**src/rtl/ctl_diag.sv**
```systemverilog
// ctl_diag: CTL board diagnostic-function sequencer.
// Synchronises EBUS_DS_STROBE and runs one WRITE/READ/CLEAR per accepted strobe.
module ctl_diag #(
    parameter int WIDTH = 36,
    parameter int NREG  = 8,
    parameter int SYNC  = 2
) (
    input  logic                  eboxClk,
    input  logic                  CROBAR,
    input  logic                  EBUS_DS_STROBE,
    input  logic [0:6]            EBUS_DS,
    input  logic [WIDTH-1:0]      EBUS_DATA,
    output logic [WIDTH-1:0]      CTL_EBUS,
    output logic                  CTL_EBUS_EN,
    output logic [NREG*WIDTH-1:0] CTL_DIAG_REGS,
    output logic                  CTL_DIAG_ACK,
    output logic                  CTL_DIAG_BUSY,
    output logic                  CTL_DIAG_ERR
);

    if (NREG < 1 || NREG > 32) begin : g_bad_nreg
        $error("ctl_diag: NREG must be 1..32");
    end
    if (SYNC < 2) begin : g_bad_sync
        $error("ctl_diag: SYNC must be at least 2");
    end

    localparam logic [5:0] NREG_W = 6'(NREG);

    typedef enum logic [1:0] {
        IDLE,
        EXEC,
        HOLD,
        WAIT_LOW
    } state_t;

    typedef enum logic [1:0] {
        OP_WR,
        OP_RD,
        OP_CLR,
        OP_ILL
    } op_t;

    state_t           state_q;
    state_t           state_d;
    op_t              op;
    logic [SYNC-1:0]  sync_q;
    logic             prev_q;
    logic             synced;
    logic             rise;
    logic             cap;
    logic             exec;
    logic [6:0]       ds_reg;
    logic [WIDTH-1:0] data_reg;
    logic [4:0]       n;
    logic             in_range;
    logic [WIDTH-1:0] rd_data;
    logic [WIDTH-1:0] regs_q [NREG];
    logic [WIDTH-1:0] ebus_q;
    logic             en_q;
    logic             ack_q;
    logic             err_q;

    // Chain and history reset high so a strobe held through reset is not a rise
    always_ff @(posedge eboxClk or posedge CROBAR) begin
        if (CROBAR) begin
            sync_q <= '1;
            prev_q <= 1'b1;
        end else begin
            sync_q <= {sync_q[SYNC-2:0], EBUS_DS_STROBE};
            prev_q <= sync_q[SYNC-1];
        end
    end

    assign synced = sync_q[SYNC-1];
    assign rise   = synced & ~prev_q;
    assign n      = ds_reg[4:0];
    assign in_range = ({1'b0, n} < NREG_W);

    always_comb begin
        op = OP_ILL;
        unique case (1'b1)
            (ds_reg[6:5] == 2'b00): op = in_range ? OP_WR : OP_ILL;
            (ds_reg[6:5] == 2'b01): op = in_range ? OP_RD : OP_ILL;
            (ds_reg == 7'h7F):      op = OP_CLR;
            default:                op = OP_ILL;
        endcase
    end

    always_comb begin
        rd_data = '0;
        for (int i = 0; i < NREG; i++) begin
            if (n == 5'(i)) rd_data = regs_q[i];
        end
    end

    always_ff @(posedge eboxClk or posedge CROBAR) begin
        if (CROBAR) state_q <= IDLE;
        else        state_q <= state_d;
    end

    always_comb begin
        state_d = state_q;
        cap     = 1'b0;
        exec    = 1'b0;
        unique case (state_q)
            IDLE: begin
                if (rise) begin
                    state_d = EXEC;
                    cap     = 1'b1;
                end
            end
            EXEC: begin
                exec    = 1'b1;
                state_d = (op == OP_RD) ? HOLD : WAIT_LOW;
            end
            HOLD, WAIT_LOW: begin
                if (!synced) state_d = IDLE;
            end
            default: state_d = IDLE;
        endcase
    end

    always_ff @(posedge eboxClk or posedge CROBAR) begin
        if (CROBAR) begin
            ds_reg   <= '0;
            data_reg <= '0;
            ebus_q   <= '0;
            en_q     <= 1'b0;
            ack_q    <= 1'b0;
            err_q    <= 1'b0;
            for (int i = 0; i < NREG; i++) regs_q[i] <= '0;
        end else begin
            ack_q <= exec;
            if (cap) begin
                ds_reg   <= EBUS_DS;
                data_reg <= EBUS_DATA;
            end
            if (exec) begin
                unique case (op)
                    OP_WR: begin
                        for (int i = 0; i < NREG; i++) begin
                            if (n == 5'(i)) regs_q[i] <= data_reg;
                        end
                    end
                    OP_RD: begin
                        ebus_q <= rd_data;
                        en_q   <= 1'b1;
                    end
                    OP_CLR: begin
                        for (int i = 0; i < NREG; i++) regs_q[i] <= '0;
                        err_q <= 1'b0;
                    end
                    default: err_q <= 1'b1;
                endcase
            end
            // Readback value stays frozen until the strobe is seen low
            if (state_q == HOLD && !synced) begin
                ebus_q <= '0;
                en_q   <= 1'b0;
            end
        end
    end

    always_comb begin
        CTL_DIAG_REGS = '0;
        for (int i = 0; i < NREG; i++) begin
            CTL_DIAG_REGS[i*WIDTH +: WIDTH] = regs_q[i];
        end
    end

    assign CTL_EBUS      = ebus_q;
    assign CTL_EBUS_EN   = en_q;
    assign CTL_DIAG_ACK  = ack_q;
    assign CTL_DIAG_BUSY = (state_q != IDLE);
    assign CTL_DIAG_ERR  = err_q;

endmodule
```
**config.mk**
```make
export PLATFORM = sky130hd
export DESIGN_NAME = ctl_diag
export DESIGN_NICKNAME = d
export VERILOG_FILES = /design/src/rtl/ctl_diag.sv
export SDC_FILE = /design/constraint.sdc
export NUM_CORES = 1
export LEC_CHECK = 0
export CAP_MARGIN = 30
export CORE_MARGIN = 5
export CORE_UTILIZATION = 63
export DETAILED_ROUTE_END_ITERATION = 16
export DONT_BUFFER_PORTS = 1
export GPL_TIMING_DRIVEN = 0
export PLACE_DENSITY = 0.86
export SLEW_MARGIN = 30
export SYNTH_ARGS = -nofsm -noshare
export SYNTH_HDL_FRONTEND = slang
export SYNTH_SLANG_ARGS = --single-unit
```
**constraint.sdc**
```tcl
create_clock -name eboxClk -period 12.9 [get_ports eboxClk]
set_clock_uncertainty 0.15 [all_clocks]
set_input_delay 0.645 -clock eboxClk [delete_from_list [all_inputs] [get_ports eboxClk]]
set_output_delay 0.645 -clock eboxClk [all_outputs]
set_load 0.05 [all_outputs]
```
# After elaboration in Yosys (flattened, before gate mapping)
# Cells that the tools add are included.
[classes]
order_cmp = 1
eq_ne = 24
mux = 34
reduce_logical = 23
bitwise = 3
[ops]
columns = ["op", "n"]
rows = [
  ["$mux 36", 19],
  ["$pmux 288 s2", 1],
  ["$reduce_and 3->1", 8],
  ["$eq 5x3->1 const B", 4],
  ["$ne 2x2->1 const B", 10],
  ["$pmux 2 s3", 2],
  ["$eq 5x2->1 const B", 2],
  ["$mux 2", 4],
  ["$reduce_bool 2->1", 4],
  ["$eq 7x7->1 const B", 1],
  ["$mux 1", 7],
  ["$eq 2x1->1 const B", 3],
  ["$eq 2x2->1 const B", 3],
  ["$logic_not 2->1", 3],
  ["$reduce_and 2->1", 3],
  ["$eq 5x1->1 const B", 1],
  ["$logic_not 5->1", 1],
  ["$lt 5x4->1 const B", 1],
  ["$reduce_or 2->1", 2],
  ["$not 1->1", 2],
  ["$pmux 1 s2", 1],
  ["$and 1x1->1", 1],
  ["$logic_and 1x1->1", 1],
  ["$logic_not 1->1", 1],
]
[totals]
regBits = 375
elab_cells = 102
out_inout_bits = 328
in_bits = 46

# Logic depth before layout (Yosys ltp)
[depth]
ltp_word = 12
mapped_depth = 8
ltp_nobuf = 5

# Worst setup path after synthesis
# Ideal clock, no wire load.
[synth_path]
path_type = "register to register"
startpoint = "register state_q[1]"
endpoint = "register data_reg[0]"
path_slack_ns = 10.873
arrival_time_ns = 1.752
stages_incl_launch_ff = 6
period_less_slack_ns = 2.027
n_path_buf = 2
t_required_ns = 12.625
setup_ns = 0.125
cell_sequence = "dfrtp_1 -> or2_2 -> nor3b_1 -> buf_2 -> buf_2 -> mux2_2"
[synth_via]
elab_chain_cells = 2
[synth_rtl]
columns = ["element", "line_no", "rtl"]
rows = [
  ["start: declaration", "44", "state_t state_q;"],
  ["start signal: assignment", "99", "else state_q <= state_d;"],
  ["$logic_not 2->1", "106", "unique case (state_q)"],
  ["$mux 1", "106", ""],
  ["end signal: assignment", "127", "data_reg <= '0;"],
  ["end signal: assignment", "137", "data_reg <= EBUS_DATA;"],
  ["end: declaration", "54", "logic [WIDTH-1:0] data_reg;"],
]
# No other way between the ends.
# A chain may end at the register's enable or synchronous reset.

# Worst setup path in the final report
[layout_path]
startpoint = "register ds_reg[2]"
endpoint = "register regs_q (netlist bit CTL_DIAG_REGS[277])"
[layout_via]
elab_chain_cells = 6
word_cells_on_any_way = 12
classes_between = "order compare (1); eq/ne (4); mux (4); reduce/logical (3)"
[layout_rtl]
columns = ["element", "line_no", "rtl"]
rows = [
  ["start: declaration", "53", "logic [6:0] ds_reg;"],
  ["start signal: assignment", "126", "ds_reg <= '0;"],
  ["start signal: assignment", "136", "ds_reg <= EBUS_DS;"],
  ["$lt 5x4->1", "78", "assign in_range = ({1'b0, n} < NREG_W);"],
  ["$mux 2 (on tied branches)", "83, 84", ""],
  ["$pmux 2 s3", "82", "unique case (1'b1)"],
  ["$logic_not 2->1 / $eq 2x2->1 (equally long branches)", "140", "unique case (op)"],
  ["$ne 2x2->1 (no source line) / $reduce_bool 2->1 (equally long branches)", "n/a", ""],
  ["$reduce_and 3->1 (no source line)", "n/a", ""],
  ["end signal: indexed assignment", "143", "if (n == 5'(i)) regs_q[i] <= data_reg;"],
  ["end: declaration", "58", "logic [WIDTH-1:0] regs_q [NREG];"],
]
# Parallel ways exist; a longest one is shown, timed or not.

==> run metrics <==
CTS clock-pin slew for the worst setup and hold paths 0.06 ns; most used flip-flop cell after synthesis dfrtp_1; 1st-iter DRT viols 2,782; cells traversed along the worst timing path buf_2 > buf_2 > nand3_1 > clkbuf_1 > nand2_1 > o21ai_0; Max Transition Viols Final 0; antenna violations before repair 5; flop and latch count out of synthesis 375; most frequent CP cell buf_2; Worst R2R Start ds_reg[2]$_DFFE_PP0P_; depth of the most critical reg-to-reg path 6; Leak Pwr 0.00820 uW; pwr dens 329 nW/um^2; die area 29,100 um^2; register-to-register path setup slack 9.75 ns; tightest slew margin relative to the limit 30.2%; remaining design rule violation count 0; Root Driver clkbuf_16; number of detailed-routing iterations run before antenna repair 6; Switch Pwr 3250 uW; RSZ-0062 raised after global routing no; Final Hold Viols 0; Tightest Hold Check Type in2reg; post-synthesis instance area 16,300 um^2; post-synthesis cell type count 58; remaining antenna violation count after routing 0; # setup viols final 0; all-layer global routing usage 46.2%; leading post-synthesis cells by cell area dfrtp_1 57%, a22o_1 6.9%, o21ai_0 6.5%; number of max-cap violations 0; number of warnings issued by yosys 0; count of buffer and inverter cells on the critical path 3; share of synthesized flip-flops with an asynchronous set or reset 100%; highest fanout seen on the critical path 10; count of buffers added by post-CTS timing repair for setup 0; Setup crit start kind register; transition at the pin with the smallest max-transition slack 1.04 ns; part of the total power dissipated in sequential elements 55.3%; vias in the first global route 14,900; highest attainable clock frequency 317 MHz; y dimension of the die 171 um; share of the cycle needed by the critical path after routing 24.4%; vias after detailed routing 15,000; die width 171 um; dpl hpwl 46,700 um; post-synthesis to final-layout area growth 11.0%; accumulated negative setup slack 0 ns; number of stages on the worst setup path 6; sum of overflow across all layers after global routing 0; Critical Path Sink CTL_DIAG_REGS[277]$_DFFE_PP0P_; share of the synthesized area in the top cell type 57.2%; starting utilization of the core area 64.3%; Final Net Count 1,638; switching part of the total 54.7%; cts hold-fix bufs 2; leading cell type in the layout, fill and taps excluded dfrtp_1; Mapped Cells 1,545; delay-heaviest family, CP buffers and inverters; share of synthesized area occupied by flip-flops and latches 57.7%; worst stage delay on the critical path 0.65 ns; Min Clock Period, post-route 3.15 ns; Critical Path Slowest Stage Cell nand3_1; fraction of power consumed by the clock network 18.6%; required time at the worst-slack endpoint 13.12 ns; Clock Sinks 375; reg-to-reg critical path endpoint CTL_DIAG_REGS[277]$_DFFE_PP0P_; Post-Route Hold Slack 0.0914 ns; clk_lat worst skew 0.55 ns; global-route wire length before repair 98,400 um; share of final-layout standard cells stronger than drive strength 1 13.0%; syn nets 1,591; commonest cells after routing, fill and taps aside 372 x dfrtp_1, 278 x nand2_1, 210 x o21ai_0; H-tree levels 2; library cell occupying the most area in the post-synthesis netlist dfrtp_1; fill cell count 1,796; drt wl/cell 35.4 um; Peak VDD IR 168 uV; max FFs per register 288; worst-case clock buffer depth 3; mean area per synthesized cell 10.5 um^2; area of the core 25,300 um^2; cell row count 58; result of the run completed; clock buffer count from CTS 39; Port Buf Inserts 0; ports placed on the boundary 374; CTS tree yes; number of synthesized flops with an enable pin 0; relative contribution of combinational cells to total power 26.1%; maximum number of pins on one net before global-route repair 100; CP Launch Point ds_reg[2]$_DFFE_PP0P_; last weighted congestion value of the routability-driven placer 1.02; Crit. End Element register; critical setup path kind reg2reg; cell-internal power 2690 uW; PostCTS Resize Cnt 0; via-per-instance ratio 7.69; data arrival time of the critical path 3.37 ns; final wirelength 69,200 um
## through the flow
| step | std cells | setup WS [ns] | total power (uW) | cell area (um^2) | util, % |
|---|---|---|---|---|---|
| after floorplan | 1545 | 1.69 | 4010 | 16300 | - |
| after global routing | 1951 | 9.80 | 6060 | 18100 | 71.3 |
| after detailed placement | 1879 | 9.94 | 4720 | 16800 | 66.4 |
| after CTS | 1949 | 9.93 | 5800 | 18100 | 71.3 |
| final | 1952 | 9.75 | 5940 | 18100 | 71.3 |
| after global placement | 1875 | -1.64 | 4630 | 16700 | 65.9 |
## layer usage
| metal | wire length, um | part of all wire, % | GRT usage, % | vias to the layer above |
|---|---|---|---|---|
| met1 | 22200 | 32 | 56.2 | 7232 |
| met5 | 41 | 0.059 | 0 | - |
| met3 | 12100 | 17 | 21.2 | 438 |
| li1 | - | - | - | 5728 |
| met4 | 5400 | 7.8 | 29.0 | 6 |
| met2 | 29500 | 43 | 67.1 | 1615 |
## cell families (layout without fill, tap and decap cells)
family / Yosys count / count (layout) / synth area share (%)
compound gates: 596 / 596 / 24.2
buf+inv: 137 / 211 / 3.80
flops: 375 / 375 / 57.7
mux: 65 / 65 / 4.48
other cells: 0 / 3 / 0
simple gates: 372 / 372 / 9.85
## power groups by stage
stage | clock, uW | sequential [uW] | combinational (uW)
2_1_floorplan | 0 | 3040 | 970
3_3_place_gp | 0 | 3270 | 1360
3_5_place_dp | 0 | 3290 | 1430
4_1_cts | 1090 | 3260 | 1450
5_1_grt | 1140 | 3320 | 1600
6_report | 1100 | 3290 | 1550
## how the worst min path moves through the flow
stage / startpoint / end / slack [ns] / depth (start not counted)
after floorplan: sync_q[0]$_DFF_PP1_ / sync_q[1]$_DFF_PP1_ / 0.20 / 0
after global placement: sync_q[0]$_DFF_PP1_ / sync_q[1]$_DFF_PP1_ / 0.20 / 0
after detailed placement: sync_q[0]$_DFF_PP1_ / sync_q[1]$_DFF_PP1_ / 0.20 / 0
after CTS: EBUS_DS[5] / ds_reg[1]$_DFFE_PP0P_ / 0.09 / 1
after global routing: EBUS_DS[5] / ds_reg[1]$_DFFE_PP0P_ / 0.09 / 1
final: EBUS_DS[5] / ds_reg[1]$_DFFE_PP0P_ / 0.09 / 1
## layout make-up
type | instances | area (um^2) | share of cell area [%]
diodes | 3 | 7.51 | 0.0415
plain buffers | 129 | 591 | 3.27
clock buffers | 62 | 1140 | 6.33
clock inverters | 6 | 70.1 | 0.388
inverters | 8 | 37.5 | 0.208
multi-input cells | 1033 | 6290 | 34.8
flip-flops and latches | 375 | 9390 | 52.0
well taps | 330 | 413 | 2.29
repair buffers | 6 | 130 | 0.720
## cell usage after synthesis, types with 3 or more instances
cell type / n
a211o_1: 6
a211oi_1: 10
a21oi_1: 80
a22o_1: 128
a22oi_1: 20
a2bb2oi_1: 11
a311o_1: 4
and3_1: 13
buf_2: 53
buf_4: 6
clkbuf_1: 66
dfrtp_1: 372
dfstp_2: 3
inv_1: 7
mux2_2: 63
nand2_1: 278
nand2b_1: 4
nand3_1: 10
nor2_1: 31
nor2b_1: 8
nor3_1: 3
o211ai_1: 21
o21a_1: 21
o21ai_0: 210
o21ai_1: 10
o21ai_2: 4
o221ai_1: 21
o22ai_1: 31
o2bb2ai_1: 10
Power figures use the tool's default switching activity.
